**src/rtl/seg7_scan_display.sv**
```systemverilog
// Multiplexed hex 7-segment driver. Values are double-buffered and swapped only at frame end,
// with per-digit decimal points and optional leading-zero blanking.
module seg7_scan_display #(
    parameter int unsigned NUM_DIGITS  = 8,
    parameter int unsigned REFRESH_DIV = 100000
) (
    input  logic                    clk,
    input  logic                    reset,
    input  logic                    load,
    input  logic [4*NUM_DIGITS-1:0] value,
    input  logic [NUM_DIGITS-1:0]   dp_in,
    input  logic                    blank_lz,
    output logic [NUM_DIGITS-1:0]   an,
    output logic [6:0]              seg,
    output logic                    dp
);

    localparam int unsigned VW = 4 * NUM_DIGITS;
    localparam int unsigned PW = (REFRESH_DIV > 1) ? $clog2(REFRESH_DIV) : 1;
    localparam int unsigned IW = (NUM_DIGITS > 1) ? $clog2(NUM_DIGITS) : 1;
    localparam logic [PW-1:0] PRESC_MAX = PW'(REFRESH_DIV - 1);
    localparam logic [IW-1:0] IDX_MAX   = IW'(NUM_DIGITS - 1);

    logic [PW-1:0]         presc;
    logic [IW-1:0]         idx;
    logic [VW-1:0]         shadow;
    logic [VW-1:0]         disp;
    logic [NUM_DIGITS-1:0] shadow_dp;
    logic [NUM_DIGITS-1:0] disp_dp;

    logic                  tick_c;
    logic                  frame_end_c;
    logic [3:0]            nib_c;
    logic                  dp_sel_c;
    logic                  zero_sel_c;
    logic                  blank_c;
    logic [NUM_DIGITS-1:0] zero_from_c;

    function automatic logic [6:0] decode(input logic [3:0] h);
        decode = 7'h7F;
        case (h)
            4'h0: decode = 7'h40;
            4'h1: decode = 7'h79;
            4'h2: decode = 7'h24;
            4'h3: decode = 7'h30;
            4'h4: decode = 7'h19;
            4'h5: decode = 7'h12;
            4'h6: decode = 7'h02;
            4'h7: decode = 7'h78;
            4'h8: decode = 7'h00;
            4'h9: decode = 7'h10;
            4'hA: decode = 7'h08;
            4'hB: decode = 7'h03;
            4'hC: decode = 7'h46;
            4'hD: decode = 7'h21;
            4'hE: decode = 7'h06;
            4'hF: decode = 7'h0E;
            default: decode = 7'h7F;
        endcase
    endfunction

    assign tick_c      = (presc == PRESC_MAX);
    assign frame_end_c = tick_c && (idx == IDX_MAX);

    // zero_from_c[i]: displayed nibbles i..NUM_DIGITS-1 are all zero
    always_comb begin
        logic acc;
        acc         = 1'b1;
        zero_from_c = '0;
        for (int i = NUM_DIGITS - 1; i >= 0; i--) begin
            acc            = acc && (disp[4*i +: 4] == 4'h0);
            zero_from_c[i] = acc;
        end
    end

    // Select the nibble, dp and blank qualifier for the digit being scanned
    always_comb begin
        nib_c      = 4'h0;
        dp_sel_c   = 1'b0;
        zero_sel_c = 1'b0;
        for (int i = 0; i < NUM_DIGITS; i++) begin
            if (idx == IW'(i)) begin
                nib_c      = disp[4*i +: 4];
                dp_sel_c   = disp_dp[i];
                zero_sel_c = zero_from_c[i];
            end
        end
        blank_c = blank_lz && (idx != IW'(0)) && zero_sel_c;
    end

    always_ff @(posedge clk) begin
        if (reset) begin
            presc     <= '0;
            idx       <= '0;
            shadow    <= '0;
            disp      <= '0;
            shadow_dp <= '0;
            disp_dp   <= '0;
            an        <= '1;
            seg       <= 7'h7F;
            dp        <= 1'b1;
        end else begin
            if (tick_c) begin
                presc <= '0;
                idx   <= (idx == IDX_MAX) ? IW'(0) : idx + IW'(1);
            end else begin
                presc <= presc + PW'(1);
            end

            // Frame swap reads shadow before this edge's load lands
            if (frame_end_c) begin
                disp    <= shadow;
                disp_dp <= shadow_dp;
            end

            if (load) begin
                shadow    <= value;
                shadow_dp <= dp_in;
            end

            an  <= ~(NUM_DIGITS'(1) << idx);
            seg <= blank_c ? 7'h7F : decode(nib_c);
            dp  <= ~dp_sel_c;
        end
    end

endmodule

```
**config.mk**
```make
export PLATFORM = sky130hd
export DESIGN_NAME = seg7_scan_display
export DESIGN_NICKNAME = d
export VERILOG_FILES = /design/src/rtl/seg7_scan_display.sv
export SDC_FILE = /design/constraint.sdc
export NUM_CORES = 1
export LEC_CHECK = 0
export CORE_MARGIN = 2
export CORE_UTILIZATION = 36
export CTS_CLUSTER_DIAMETER = 80
export CTS_CLUSTER_SIZE = 8
export DETAILED_ROUTE_END_ITERATION = 10
export PLACE_DENSITY = 0.67
export SYNTH_ARGS = -nofsm -noshare
export SYNTH_HDL_FRONTEND = slang
export SYNTH_SLANG_ARGS = --single-unit
```
**constraint.sdc**
```tcl
create_clock -name clk -period 2.4 [get_ports clk]
set_input_delay 0.48 -clock clk [delete_from_list [all_inputs] [get_ports clk]]
set_output_delay 0.48 -clock clk [all_outputs]
set_load 0.01 [all_outputs]
```
==> results.json <==
{
  "status": "finished with violations",
  "violations": "negative setup slack",
  "avgSynthCellArea_um2": 9.48,
  "ys.flop_type": "dfxtp_1",
  "grt_first_pass_wirelength_mm": 17.4,
  "critical-path-max-stage-delay_ns": 0.36,
  "slew_violations": 0,
  "die_y_um": 122,
  "crit_chain": "ha_4, ha_4, or2_4, a221oi_2, o22ai_1, a21oi_2, inv_2, ha_2, mux2_1, nand2_1, o211ai_1",
  "synth_largest_area_cell": "dfxtp_1",
  "max_freq_mhz": 416,
  "setup_viol": 2,
  "cp_top_family": "compound AO/OA/AOI/OAI gates",
  "latest_clock_arrival_within_the_worst_skew_pair_ns": 0.41,
  "final_core_util_pct": 48.0,
  "worst-endpoint-required_ns": 2.66,
  "critical_path.startpoint": "idx[0]",
  "whs_ns": 0.461,
  "dr_total_vias": 3827,
  "synth.cell_area_um2": 5040,
  "powerDensity_nw_per_um2": 748,
  "post_synth_num_cell_types": 52,
  "synth_enable_flop_cells": 0,
  "placement.setup.worst_slack_ns": -0.0654,
  "final.period_utilization_pct": 100,
  "timing.hold.worst.class": "input pin to register",
  "initial_antenna_violation_count": 0,
  "layout-drive-gt1-share_pct": 14.5,
  "start_kind": "register",
  "io_pins": 60,
  "crit_top_cell": "ha_4",
  "design_power_total_mw": 4.94,
  "synth_fp_nets": 588,
  "tritoncts.num_buffers": 17,
  "worstSetupEndpoint": "seg[5]",
  "firstDrtPassIters": 4,
  "finalNetCount": 663,
  "cts_root_buffer": "clkbuf_16",
  "final_hold_viol_count": 0,
  "gr-usage-all-layers_pct": 14.9,
  "path_buf_inv": 1,
  "rsz0062_at_grt": "yes",
  "critical_path.endpoint_type": "register",
  "coreArea_um2": 13800,
  "detail_route.drc_violations": 0,
  "start_util_pct": 36.6,
  "drt_iter0_markers": 189,
  "synth-async-reset-ratio_pct": 0,
  "tritoncts_num_sinks": 116,
  "synthToLayoutAreaGrowth_pct": 31.2,
  "diodes": 0,
  "cts_tree": "yes",
  "cp.arrival_ns": 2.67,
  "clock_tree.htree_level_count": 4,
  "crit_path_max_fanout": 4,
  "post_synth_most_frequent_cells": "116 x dfxtp_1, 116 x nor2_1, 84 x mux2i_1",
  "r2r_slack_ns": -0.006,
  "hpwl_mm": 7.44,
  "rows": 43,
  "holdBufCountCts": 0,
  "avgRoutedWirePerCell_um": 13.4,
  "cts.clk_slew.worst_paths_ns": 0.05,
  "rr_endpoint": "seg[5]",
  "clock_skew_ns": 0.00532,
  "worstMarginPinSlew_ns": 0.464,
  "layout_setup_ws_ns": -0.00634,
  "criticalPathCategory": "register to register",
  "cellLeakagePower_nw": 2.53,
  "design.die.area_um2": 15000,
  "fin_tns_setup_ns": -0.0101,
  "hold_path_depth": 2,
  "synth-seq-cells": 116,
  "finalCriticalPeriod_ns": 2.41,
  "detail-route-antenna-nets": 0,
  "buffer_ports.inserted": 59,
  "grt-ovfl-total": 0,
  "worst_path_max_delay_cell": "dfxtp_4",
  "synth_area_leaders": "dfxtp_1 46%, mux2i_1 17%, nor2_1 8.6%",
  "route.final.wire_length_mm": 10.7,
  "synth_sequential_area_ratio_pct": 46.1,
  "drv_cap": 0,
  "synth-warning-count": 0,
  "vias_per_cell": 4.79,
  "rr_worst_depth": 11,
  "floorplan.die.width_um": 122,
  "cp.depth": 11,
  "clk_path_buf_depth": 2,
  "routabilityCongestion": 0.854,
  "synthesis.instances": 531,
  "timing.max_slew.rel_slack_pct": 69.1,
  "first_global_vias": 3796,
  "worstReg2RegStart": "idx[0]",
  "post-synth-top-area-fraction_pct": 46.1,
  "maximum_number_of_pins_on_one_net_before_global_route_repair": 50,
  "ir_drop_uv": 458
}
[layer usage]
| metal | routed length, µm | global-route usage [%] | vias up |
|---|---|---|---|
| li1 | - | - | 1961 |
| met1 | 4900 | 17.7 | 1784 |
| met2 | 5180 | 24.9 | 71 |
| met3 | 509 | 5.34 | 11 |
| met4 | 138 | 5.24 | 0 |
| met5 | 0 | 0 | - |
[kinds of logic after synthesis]
family	count (synthesis)	synth area share, %
compound gates	57	7.93
xor+xnor	15	2.61
fa+ha+maj	13	3.23
buf+inv	50	5.89
flops	116	46.1
mux	86	17.1
simple gates	194	17.1
[per-stage QoR]
step                      cells  cell area [µm²]
after global placement      761             5820
after global routing        799             6610
final                       799             6610
after CTS                   795             6500
after detailed placement    761             5820
after floorplan             531             5040
[how the worst min path moves through the flow]
stage / start / endpoint / slack [ns]
CTS: reset / presc[2] / 0.45
global placement: presc[0] / presc[0] / 0.44
floorplan: presc[0] / presc[0] / 0.43
global route: reset / shadow[24] / 0.46
detailed placement: presc[0] / presc[0] / 0.46
finish: reset / shadow[24] / 0.46
[what timing repair did]
action,in CTS,in global routing
setup buffers,2,4
pin swaps,3,8
endpoints found under the setup margin,7,6
gates resized for setup,9,16
[power breakdown]
part / switching, mW / internal [mW] / total, mW
clock: 0.830 / 1.89 / 2.72
combinational: 0.0930 / 0.125 / 0.218
sequential: 0.0276 / 1.98 / 2.01
total: 0.951 / 3.99 / 4.94
[sequential cells by signal (all words and copies together) (netlist names)]
| signal | count |
|---|---|
| dp | 1 |
| presc | 17 |
| shadow | 32 |
| seg | 7 |
| disp_dp | 8 |
| disp | 32 |
| shadow_dp | 8 |
| an | 8 |
| idx | 3 |
[cells in the final DEF (no fill, tap or decap), types with 5 or more instances in the layout]
cell	count
a21oi_1	18
buf_4	27
bufinv_16	5
clkbuf_16	17
clkdlybuf4s50_1	57
dfxtp_1	113
ha_1	5
ha_4	6
inv_1	12
inv_2	5
mux2i_1	84
nand2_1	27
nand2b_1	9
nand3_1	9
nand3b_1	8
nor2_1	116
nor4_1	7
o21ai_0	9
xor2_1	11
[area by class of cell]
cell class,instances,area [µm²]
Sequential cell,116,2330
Timing Repair Buffer,89,835
Multi-Input combinational cell,365,2510
Tap cell,180,225
Fill cell,1284,7170
Inverter,17,63.8
Clock inverter,10,178
Clock buffer,22,464
Note: power is estimated with default switching activity, not from simulation.
